[config.mk]
export PLATFORM = sky130hd
export DESIGN_NAME = alu_sched_flat
export DESIGN_NICKNAME = d
export VERILOG_FILES = /design/src/rtl/alu_sched_pkg.sv /design/src/rtl/alu_sched_if.sv /design/src/rtl/alu_sched_fifo.sv /design/src/rtl/alu_sched.sv /design/src/flat_wrapper.sv
export SDC_FILE = /design/constraint.sdc
export NUM_CORES = 1
export LEC_CHECK = 0
export ABC_AREA = 1
export CORE_ASPECT_RATIO = 1.25
export CORE_MARGIN = 2
export CORE_UTILIZATION = 44
export DETAILED_ROUTE_END_ITERATION = 16
export GPL_TIMING_DRIVEN = 1
export PLACE_DENSITY = 0.87
export SETUP_SLACK_MARGIN = 0.2
export SYNTH_ARGS = -nofsm -noshare
export SYNTH_HDL_FRONTEND = slang
export SYNTH_SLANG_ARGS = --single-unit
[constraint.sdc]
create_clock -name clk -period 2.8 [get_ports clk]
set_input_delay 0.28 -clock clk [delete_from_list [all_inputs] [get_ports clk]]
set_output_delay 0.28 -clock clk [all_outputs]
set_load 0.02 [all_outputs]
[src/rtl/alu_sched_pkg.sv]
// rtl/alu_sched_pkg.sv - op encodings and result record shared by the ALU scheduler files
package alu_sched_pkg;

  localparam logic OP_ADD = 1'b1;
  localparam logic OP_MUL = 1'b0;

  localparam int RESP_TAG_W = 4;

  typedef struct packed {
    logic [31:0]           data;
    logic                  op;
    logic [RESP_TAG_W-1:0] tag;
  } alu_resp_t;

  function automatic int max_lat(input int a, input int b);
    return (a > b) ? a : b;
  endfunction

endpackage

[src/rtl/alu_sched_if.sv]
// rtl/alu_sched_if.sv - request/response handshake bundle between a controller and alu_sched
interface alu_sched_if #(
  parameter int TAG_W = 4
);

  logic             req_val;
  logic             req_rdy;
  logic             req_op;
  logic [31:0]      req_in0;
  logic [31:0]      req_in1;
  logic [TAG_W-1:0] req_tag;

  logic             resp_val;
  logic             resp_rdy;
  logic [31:0]      resp_data;
  logic             resp_op;
  logic [TAG_W-1:0] resp_tag;

  modport master (
    output req_val, req_op, req_in0, req_in1, req_tag, resp_rdy,
    input  req_rdy, resp_val, resp_data, resp_op, resp_tag
  );

  modport slave (
    input  req_val, req_op, req_in0, req_in1, req_tag, resp_rdy,
    output req_rdy, resp_val, resp_data, resp_op, resp_tag
  );

endinterface

[src/rtl/alu_sched_fifo.sv]
// rtl/alu_sched_fifo.sv - registered-output response FIFO, power-of-two depth, no fall-through
module alu_sched_fifo #(
  parameter int DEPTH = 4,
  parameter int W     = 8,
  localparam int AW   = $clog2(DEPTH)
) (
  input  logic         clk,
  input  logic         reset,
  input  logic         push,
  input  logic [W-1:0] push_data,
  input  logic         pop,
  output logic [W-1:0] pop_data,
  output logic         full,
  output logic         empty,
  output logic [AW:0]  count
);

  logic [W-1:0]  mem [DEPTH];
  logic [AW-1:0] wr_ptr;
  logic [AW-1:0] rd_ptr;
  logic          do_pop;

  assign do_pop   = pop & !empty;
  assign empty    = (count == '0);
  assign full     = (count == (AW+1)'(DEPTH));
  assign pop_data = mem[rd_ptr];

  always_ff @(posedge clk) begin
    if (push) mem[wr_ptr] <= push_data;
  end

  always_ff @(posedge clk or posedge reset) begin
    if (reset) begin
      wr_ptr <= '0;
      rd_ptr <= '0;
      count  <= '0;
    end else begin
      if (push)   wr_ptr <= wr_ptr + AW'(1);
      if (do_pop) rd_ptr <= rd_ptr + AW'(1);
      case ({push, do_pop})
        2'b10:   count <= count + (AW+1)'(1);
        2'b01:   count <= count - (AW+1)'(1);
        default: count <= count;
      endcase
    end
  end

endmodule

[src/rtl/alu_sched.sv]
// rtl/alu_sched.sv - issue scheduler and completion tracker for the shared add/mult ALU
// Optional ALU_SCHED_STATS_EN adds issue and stall counters as output ports.
module alu_sched
  import alu_sched_pkg::*;
#(
  parameter int ADD_LAT    = 4,
  parameter int MUL_LAT    = 4,
  parameter int TAG_W      = 4,
  parameter int RESP_DEPTH = 4
) (
  input  logic        clk,
  input  logic        reset,
  alu_sched_if.slave  bus,
  output logic [31:0] alu_in0,
  output logic [31:0] alu_in1,
  output logic        alu_opsel,
  input  logic [31:0] alu_out
`ifdef ALU_SCHED_STATS_EN
  ,
  output logic [31:0] stat_add_issued,
  output logic [31:0] stat_mul_issued,
  output logic [31:0] stat_stall_cycles
`endif
);

  localparam int MAXLAT = max_lat(ADD_LAT, MUL_LAT);
  localparam int CW     = $clog2(RESP_DEPTH) + 1;
  localparam int PW     = 33 + TAG_W;
  localparam logic [CW:0] DEPTH_C = RESP_DEPTH[CW:0];

  logic [MAXLAT-1:0] busy;
  logic [MAXLAT-1:0] op_tab;
  logic [TAG_W-1:0]  tag_tab [MAXLAT];
  logic [MAXLAT:0]   busy_ext;
  logic [CW-1:0]     inflight;
  logic [CW-1:0]     fifo_count;
  logic              fifo_full;
  logic              fifo_empty;
  logic [PW-1:0]     fifo_head;
  logic              slot_free;
  logic              credit_ok;
  logic              fire;
  logic              done;

  assign alu_in0 = bus.req_in0;
  assign alu_in1 = bus.req_in1;

  // Top bit is a permanently empty slot so a max-latency op always finds room.
  assign busy_ext  = {1'b0, busy};
  assign slot_free = (bus.req_op == OP_ADD) ? !busy_ext[ADD_LAT] : !busy_ext[MUL_LAT];
  assign credit_ok = ({1'b0, inflight} + {1'b0, fifo_count}) < DEPTH_C;
  assign bus.req_rdy = !reset & slot_free & credit_ok;
  assign fire      = bus.req_val & bus.req_rdy;
  assign done      = busy[0];
  assign alu_opsel = busy[0] ? op_tab[0] : 1'b0;

  always_ff @(posedge clk or posedge reset) begin
    if (reset) begin
      busy   <= '0;
      op_tab <= '0;
      for (int k = 0; k < MAXLAT; k++) tag_tab[k] <= '0;
    end else begin
      busy   <= busy >> 1;
      op_tab <= op_tab >> 1;
      for (int k = 0; k < MAXLAT - 1; k++) tag_tab[k] <= tag_tab[k+1];
      tag_tab[MAXLAT-1] <= '0;
      if (fire) begin
        if (bus.req_op == OP_ADD) begin
          busy[ADD_LAT-1]    <= 1'b1;
          op_tab[ADD_LAT-1]  <= OP_ADD;
          tag_tab[ADD_LAT-1] <= bus.req_tag;
        end else begin
          busy[MUL_LAT-1]    <= 1'b1;
          op_tab[MUL_LAT-1]  <= OP_MUL;
          tag_tab[MUL_LAT-1] <= bus.req_tag;
        end
      end
    end
  end

  always_ff @(posedge clk or posedge reset) begin
    if (reset) begin
      inflight <= '0;
    end else begin
      case ({fire, done})
        2'b10:   inflight <= inflight + CW'(1);
        2'b01:   inflight <= inflight - CW'(1);
        default: inflight <= inflight;
      endcase
    end
  end

  alu_sched_fifo #(
    .DEPTH (RESP_DEPTH),
    .W     (PW)
  ) u_fifo (
    .clk       (clk),
    .reset     (reset),
    .push      (done & !fifo_full),
    .push_data ({alu_out, op_tab[0], tag_tab[0]}),
    .pop       (bus.resp_val & bus.resp_rdy),
    .pop_data  (fifo_head),
    .full      (fifo_full),
    .empty     (fifo_empty),
    .count     (fifo_count)
  );

  assign bus.resp_val = !fifo_empty;
  assign {bus.resp_data, bus.resp_op, bus.resp_tag} = fifo_head;

`ifdef ALU_SCHED_STATS_EN
  always_ff @(posedge clk or posedge reset) begin
    if (reset) begin
      stat_add_issued   <= '0;
      stat_mul_issued   <= '0;
      stat_stall_cycles <= '0;
    end else begin
      if (fire && bus.req_op == OP_ADD) stat_add_issued <= stat_add_issued + 32'd1;
      if (fire && bus.req_op == OP_MUL) stat_mul_issued <= stat_mul_issued + 32'd1;
      if (bus.req_val && !bus.req_rdy)  stat_stall_cycles <= stat_stall_cycles + 32'd1;
    end
  end
`endif

endmodule
[src/flat_wrapper.sv]
// flat-port wrapper written by rule: the top's interface ports become plain ports
module alu_sched_flat import alu_sched_pkg::*;
#(
  parameter int ADD_LAT    = 4,
  parameter int MUL_LAT    = 4,
  parameter int TAG_W      = 4,
  parameter int RESP_DEPTH = 4
)
  (clk, reset, alu_in0, alu_in1, alu_opsel, alu_out, bus_req_val, bus_req_op, bus_req_in0, bus_req_in1, bus_req_tag, bus_resp_rdy, bus_req_rdy, bus_resp_val, bus_resp_data, bus_resp_op, bus_resp_tag);
  alu_sched_if #(.TAG_W(TAG_W)) bus_i ();
  input  logic clk;
  input  logic reset;
  output logic [31:0] alu_in0;
  output logic [31:0] alu_in1;
  output logic alu_opsel;
  input  logic [31:0] alu_out;
  input wire logic [$bits(bus_i.req_val)-1:0] bus_req_val;
  input wire logic [$bits(bus_i.req_op)-1:0] bus_req_op;
  input wire logic [$bits(bus_i.req_in0)-1:0] bus_req_in0;
  input wire logic [$bits(bus_i.req_in1)-1:0] bus_req_in1;
  input wire logic [$bits(bus_i.req_tag)-1:0] bus_req_tag;
  input wire logic [$bits(bus_i.resp_rdy)-1:0] bus_resp_rdy;
  output wire logic [$bits(bus_i.req_rdy)-1:0] bus_req_rdy;
  output wire logic [$bits(bus_i.resp_val)-1:0] bus_resp_val;
  output wire logic [$bits(bus_i.resp_data)-1:0] bus_resp_data;
  output wire logic [$bits(bus_i.resp_op)-1:0] bus_resp_op;
  output wire logic [$bits(bus_i.resp_tag)-1:0] bus_resp_tag;
  assign bus_i.req_val = bus_req_val;
  assign bus_i.req_op = bus_req_op;
  assign bus_i.req_in0 = bus_req_in0;
  assign bus_i.req_in1 = bus_req_in1;
  assign bus_i.req_tag = bus_req_tag;
  assign bus_i.resp_rdy = bus_resp_rdy;
  assign bus_req_rdy = bus_i.req_rdy;
  assign bus_resp_val = bus_i.resp_val;
  assign bus_resp_data = bus_i.resp_data;
  assign bus_resp_op = bus_i.resp_op;
  assign bus_resp_tag = bus_i.resp_tag;
  alu_sched #(.ADD_LAT(ADD_LAT), .MUL_LAT(MUL_LAT), .TAG_W(TAG_W), .RESP_DEPTH(RESP_DEPTH)) u_core (.clk(clk), .reset(reset), .bus(bus_i), .alu_in0(alu_in0), .alu_in1(alu_in1), .alu_opsel(alu_opsel), .alu_out(alu_out));
endmodule
# --- After elaboration in Yosys (flattened, before gate mapping) ---
# Memory sizes are Yosys's and may differ from the RTL's.
# Cells that the tools add are included.
word_totals:
  regBits: 34
  ramBits: 148
  inputBits: 105
  out_inout_bits: 104
  word_cells: 44
  memories: 1
op_classes:
  add_sub_neg: 7
  n_lt_le_gt_ge: 1
  n_eq_ne: 5
  muxes: 9
  bitwise_logic: 5
  reduce_logical: 6
mem_list:
  columns: ["memory", "words", "width", "read_ports", "rd_ports_with_merged_regs", "wr", "line", "text"]
  rows:
  - ["u_core.u_fifo.mem", 4, 37, 1, 0, 1, "alu_sched_fifo.sv:18", "logic [W-1:0] mem [DEPTH];"]
ops:
  columns: ["cell", "count"]
  rows:
  - ["$pmux 3 s2", 2]
  - ["$add 3x1->3 const B", 2]
  - ["$mux 1", 6]
  - ["$sub 3x1->3 const B", 2]
  - ["$and 1x1->1", 5]
  - ["$add 2x1->2 const B", 2]
  - ["$add 3x3->4", 1]
  - ["$eq 2x1->1 const B", 2]
  - ["$eq 2x2->1 const B", 2]
  - ["$lt 4x3->1 const B", 1]
  - ["$mux 4", 1]
  - ["$reduce_bool 2->1", 2]
  - ["$eq 3x3->1 const B", 1]
  - ["$logic_not 1->1", 3]
  - ["$logic_not 3->1", 1]

# --- Depth between registers and ports, before layout ---
# Gate-level depths: netlist of the first run.
depth:
  ltp_word: 6
  depth_mapped: 12
  depth_no_buf: 12

# --- Modules after synthesis ---
# From an unflattened synthesis of the first run, not the netlist that was laid out.
unflattened:
  hier_cells: 626
  hier_area_um2: 7744.9
by_module_without_submodules:
  columns: ["module", "n_inst", "cells_each", "area_each_um2"]
  rows:
  - ["alu_sched_fifo", 1, 491, 6341.1]
  - ["alu_sched", 1, 135, 1403.8]

# --- Worst setup path before layout of the first run ---
# OpenSTA, ideal clock, no wires.
synth_timing:
  kind: "register to register"
  start: "register u_core.u_fifo.count[0]"
  end: "memory u_core.u_fifo.mem[0][0] in the netlist's numbering (enable)"
  setup_time_ps: 431
  arrival_time_ps: 2268
  required_ps: 2369
  path_slack_ps: 101
  stages_incl_launch_ff: 5
  period_less_slack_ps: 2699
  path_cell_list: "dfrtp_1 inv_1 nand3_1 nand2_1 nor2_1"
synth_via:
  elab_chain_len: 5
synth_lines:
  columns: ["element", "line", "text"]
  rows:
  - ["start, declared", "alu_sched_fifo.sv:15", "output logic [AW:0] count"]
  - ["start signal, assigned", "alu_sched_fifo.sv:41", "2'b10: count <= count + (AW+1)'(1);"]
  - ["start signal, assigned", "alu_sched_fifo.sv:42", "2'b01: count <= count - (AW+1)'(1);"]
  - ["start signal, assigned", "alu_sched_fifo.sv:43", "default: count <= count;"]
  - ["$eq 3x3->1", "alu_sched_fifo.sv:25", "assign full = (count == (AW+1)'(DEPTH));"]
  - ["$logic_not 1->1", "alu_sched.sv:99", ".push (done & !fifo_full),"]
  - ["$and 1x1->1", "alu_sched.sv:99", null]
  - ["$mux 1", "alu_sched_fifo.sv:29", "if (push) mem[wr_ptr] <= push_data;"]
  - ["$mux 1 (not written as such)", "alu_sched_fifo.sv:29", null]
  - ["end, declared", "alu_sched_fifo.sv:18", null]
# Every way passes these cells.

# --- Worst setup path after layout of the first run ---
layout_timing:
  start: "register u_core.u_fifo.rd_ptr[0]"
  end: "output port bus_resp_tag[2]"
layout_via:
  elab_chain_len: 1
layout_lines:
  columns: ["element", "line", "text"]
  rows:
  - ["start, declared", "alu_sched_fifo.sv:20", "logic [AW-1:0] rd_ptr;"]
  - ["start signal, assigned", "alu_sched_fifo.sv:39", "if (do_pop) rd_ptr <= rd_ptr + AW'(1);"]
  - ["$mem_v2 4x37", null, null]
  - ["end, declared", "flat_wrapper.sv:27", "output wire logic [$bits(bus_i.resp_tag)-1:0] bus_resp_tag;"]
# Every way passes these cells.

==> impl_metrics.toml, run 1 <==
[floorplan]
top_level_ports = 209
num_rows = 54
die_y_microns = 151.8
die_w_microns = 122.2
dieArea_sq_um = 18550
coreArea_sq_um = 17300
start_util_pct = 44.44

[cells_and_area]
antenna_cells = 0
stdcell_area_sq_um = 8866
drive_gt1_share_pct = 9.242
fin_nets = 762
area_growth_pct = 15.35

[routing]
first_pass_iters = 4
drc = 0
wl_microns = 13700
ant_nets = 0
first_iter_violations = 263
post_drt_via_cell_ratio = 4.779
wl_per_cell_microns = 15.50
vias = 4225

[grt]
grt_antenna_before_repair = 1
first_global_vias = 4223
grt_overflow_total = 0
track_usage_pct = 15.15
grt_start_max_net_pins = 85
grt_pass1_wl_microns = 20970

[sta]
final_hold_viol_count = 0
maxSlewHeadroom_pct = 68.43
fmax_mhz = 400.6
finalCriticalPeriod_ns = 2.496
rsz0062_at_grt = "no"
maxSlewViolCount = 0
fin_crit_sh_pct = 89.15
setup_viol_count_final = 0
worstMarginPinSlew_ns = 0.4723
tns_ns = 0
clock_skew_ns = 0.009106

[placed_design]
portBuffers = 80
post_dp_cell_area_sq_um = 8243
routabilityCongestion = 0.7371
hpwl_microns = 8640

[synthesis]
synth_area_per_cell_sq_um = 12.40
ys_ff_latch = 182
ys_seq_area_share_pct = 68.89
syn_nets = 735
yosysWarnings = 0
synthDistinctLibCells = 21
netlist_area_sq_um = 7686
synthCells = 620

[worst_setup_path]
path_cells = "buf_12 -> a21oi_1 -> o21ai_0 -> nand2_1 -> clkdlybuf4s50_1"
arrival_ns = 2.22
r2r_cells = 7
cp_max_fo = 84
crit_family = "buffers and inverters"
timing.rr.end = "u_core.inflight[1]$_DFFE_PP0P_"
start_kind = "flop"
crit_path_end_kind = "output pin"
critPathSlowestCell = "clkdlybuf4s50_1"
critPathKind = "flop to output pin"
cp.required_ns = 2.52
crit_path_max_incr_delay_ns = 0.60
cp.buffers_inverters = 2
regToRegStartpoint = "u_core.u_fifo.count[2]$_DFFE_PP0P_"
rrSetupSlack_ns = 0.60

[pwr]
combPwrFrac_pct = 36.5
p_clk_share_pct = 24.8
cellInternalPower_mw = 5.824
p_leak_nw = 3.630
ir_drop_mv = 0.4510
power_density_nw_per_um2 = 1003
p_sw_mw = 3.072
seq_power_share_pct = 38.7
p_sw_share_pct = 34.53

[flow_run]
drv_cap = 0

[clocking]
hold_buffers = 0
cts_tree = "built"
cts_num_sinks = 182
cts-root-buf = "clkbuf_16"
path_clk_slew_ns = 0.07
cts_buffer_depth = 2
worstSkewPairLatency_ns = 0.42
cts_buffers = 17
htree_levels = 4

[run_status]
outcome = "finished clean"

[hold_path]
hp-class = "input port to asynchronous set/reset pin"
[synth_stat cells]
cell type	instances	area share, %
o211ai_2	8	1.3
buf_1	2	0.098
dfrtp_1	34	11
buf_2	7	0.46
xnor2_1	2	0.23
nand2_1	97	4.7
nand3b_1	2	0.20
clkbuf_1	3	0.15
a21oi_1	37	2.4
buf_4	67	6.5
o21ai_1	10	0.65
edfxtp_1	148	58
nand3_1	8	0.52
nand4_1	3	0.24
inv_1	103	5.0
o211ai_1	29	2.8
buf_6	10	1.5
fa_1	2	0.52
o21ai_0	29	1.9
ha_1	8	1.3
nor2_1	11	0.54
[worst max-delay path by stage]
stage | to | slack [ns] | cells after the start | from
2_1_floorplan | u_core.u_fifo.mem[0][0]$_DFFE_PP_ | 0.10 | 4 | u_core.u_fifo.count[0]$_DFFE_PP0P_
3_3_place_gp | bus_resp_tag[2] | 0.53 | 4 | u_core.u_fifo.rd_ptr[1]$_DFFE_PP0P_
3_5_place_dp | bus_resp_data[3] | 0.50 | 4 | u_core.u_fifo.rd_ptr[1]$_DFFE_PP0P_
4_1_cts | bus_resp_data[3] | 0.23 | 5 | u_core.u_fifo.rd_ptr[1]$_DFFE_PP0P_
5_1_grt | bus_resp_data[6] | 0.20 | 5 | u_core.u_fifo.rd_ptr[0]$_DFFE_PP0P_
6_report | bus_resp_tag[2] | 0.30 | 5 | u_core.u_fifo.rd_ptr[0]$_DFFE_PP0P_
[worst register-to-register path: stages (launching register included)]
cell and delay, ns:
dfrtp_1 0.42, ha_1 0.30, nor2_1 0.17, nand4_1 0.27, ha_1 0.29, inv_1 0.09, fa_1 0.41, o21ai_0 0.17
[placed cells by master, fill, tap and decap left out, types with 3 or more instances in the layout]
| master | netlist | layout |
|---|---|---|
| nand4_1 | 3 | 3 |
| ha_1 | 8 | 8 |
| nor2_4 | 0 | 4 |
| a21oi_1 | 37 | 37 |
| edfxtp_1 | 148 | 148 |
| dfrtp_1 | 34 | 32 |
| clkinvlp_4 | 0 | 3 |
| o21ai_1 | 10 | 10 |
| inv_1 | 103 | 103 |
| clkinv_4 | 0 | 4 |
| nand3_1 | 8 | 8 |
| o211ai_1 | 29 | 29 |
| clkdlybuf4s50_1 | 0 | 72 |
| clkbuf_16 | 0 | 17 |
| nand2_1 | 97 | 97 |
| nor2_1 | 11 | 7 |
| o21ai_0 | 29 | 29 |
| o211ai_2 | 8 | 8 |
| dlymetal6s2s_1 | 0 | 8 |
| buf_4 | 67 | 14 |
[state kept, by name (all words and copies together), names as in the netlist]
register              flops
u_core.busy               4
u_core.u_fifo.rd_ptr      2
u_core.u_fifo.wr_ptr      2
u_core.op_tab             4
u_core.u_fifo.count       3
u_core.inflight           3
u_core.tag_tab           16
u_core.u_fifo.mem       148
[cell type report]
cell class	count	area (sq um)
Tap cell	224	280.3
Sequential cell	182	5303
Timing Repair Buffer	97	975.9
Multi-Input combinational cell	246	1365
Fill cell	1489	8431
Inverter	103	386.6
Clock inverter	15	130.1
Clock buffer	17	425.4
[per-stage QoR]
stage / util [%] / worst slack [ns] / total power, mW / cells / hold slack (ns)
floorplan: - / 0.1006 / 5.673 / 620 / 0.3312
global placement: 47.66 / 0.5346 / 6.565 / 848 / 0.3310
detailed placement: 47.66 / 0.5036 / 6.688 / 848 / 0.3347
CTS: 51.10 / 0.2269 / 9.006 / 883 / 0.2664
global route: 51.26 / 0.2023 / 9.423 / 884 / 0.3337
finish: 51.26 / 0.3037 / 8.897 / 884 / 0.2779
[cells by family (layout without fill, tap and decap cells)]
| family | Yosys count | after routing | share of synthesized area [%] |
|---|---|---|---|
| flip-flops | 182 | 182 | 68.89 |
| AO/OA/AOI/OAI | 113 | 113 | 9.084 |
| AND/OR/NAND/NOR | 121 | 121 | 6.235 |
| XOR/XNOR | 2 | 2 | 0.2279 |
| buffers and inverters | 192 | 232 | 13.74 |
| adder cells (fa/ha/maj) | 10 | 10 | 1.823 |
[power by group through the flow]
stage,combinational [mW],clock [mW],sequential (mW)
after global routing,3.59,2.35,3.48
after global placement,2.97,0,3.60
after CTS,3.26,2.26,3.49
after floorplan,2.25,0,3.42
final,3.25,2.21,3.44
after detailed placement,3.07,0,3.62
[layer usage]
layer	vias to the layer above	track usage, %	share of wire, %
met3	22	7.597	9.4
met5	-	0	0.088
met4	2	5.172	1.0
met2	147	25.42	51
li1	2067	-	-
met1	1987	16.63	39
[repair_timing]
item                       in CTS  in global routing
gates resized for setup         1                  8
hold endpoints to repair        0                  0
buffers inserted                3                  1
setup endpoints to repair      26                  9
No activity file was read; power rests on OpenSTA's default activity.
==> run 2, diff against run 1 <==
--- a/config.mk
+++ b/config.mk
@@ -13,6 +13,7 @@
 export GPL_TIMING_DRIVEN = 1
 export PLACE_DENSITY = 0.87
 export SETUP_SLACK_MARGIN = 0.2
+export SLEW_MARGIN = 40
 export SYNTH_ARGS = -nofsm -noshare
 export SYNTH_HDL_FRONTEND = slang
 export SYNTH_SLANG_ARGS = --single-unit
==> results of run 2 <==
Same layout as run 1: the final DEF is identical, and so are final timing and power.
==> run 3, diff against run 2 <==
--- a/config.mk
+++ b/config.mk
@@ -11,6 +11,7 @@
 export CORE_UTILIZATION = 44
 export DETAILED_ROUTE_END_ITERATION = 16
 export GPL_TIMING_DRIVEN = 1
+export HOLD_SLACK_MARGIN = 0.03
 export PLACE_DENSITY = 0.87
 export SETUP_SLACK_MARGIN = 0.2
 export SLEW_MARGIN = 40
==> results of run 3 <==
Same layout as run 1: the final DEF is identical, and so are final timing and power.
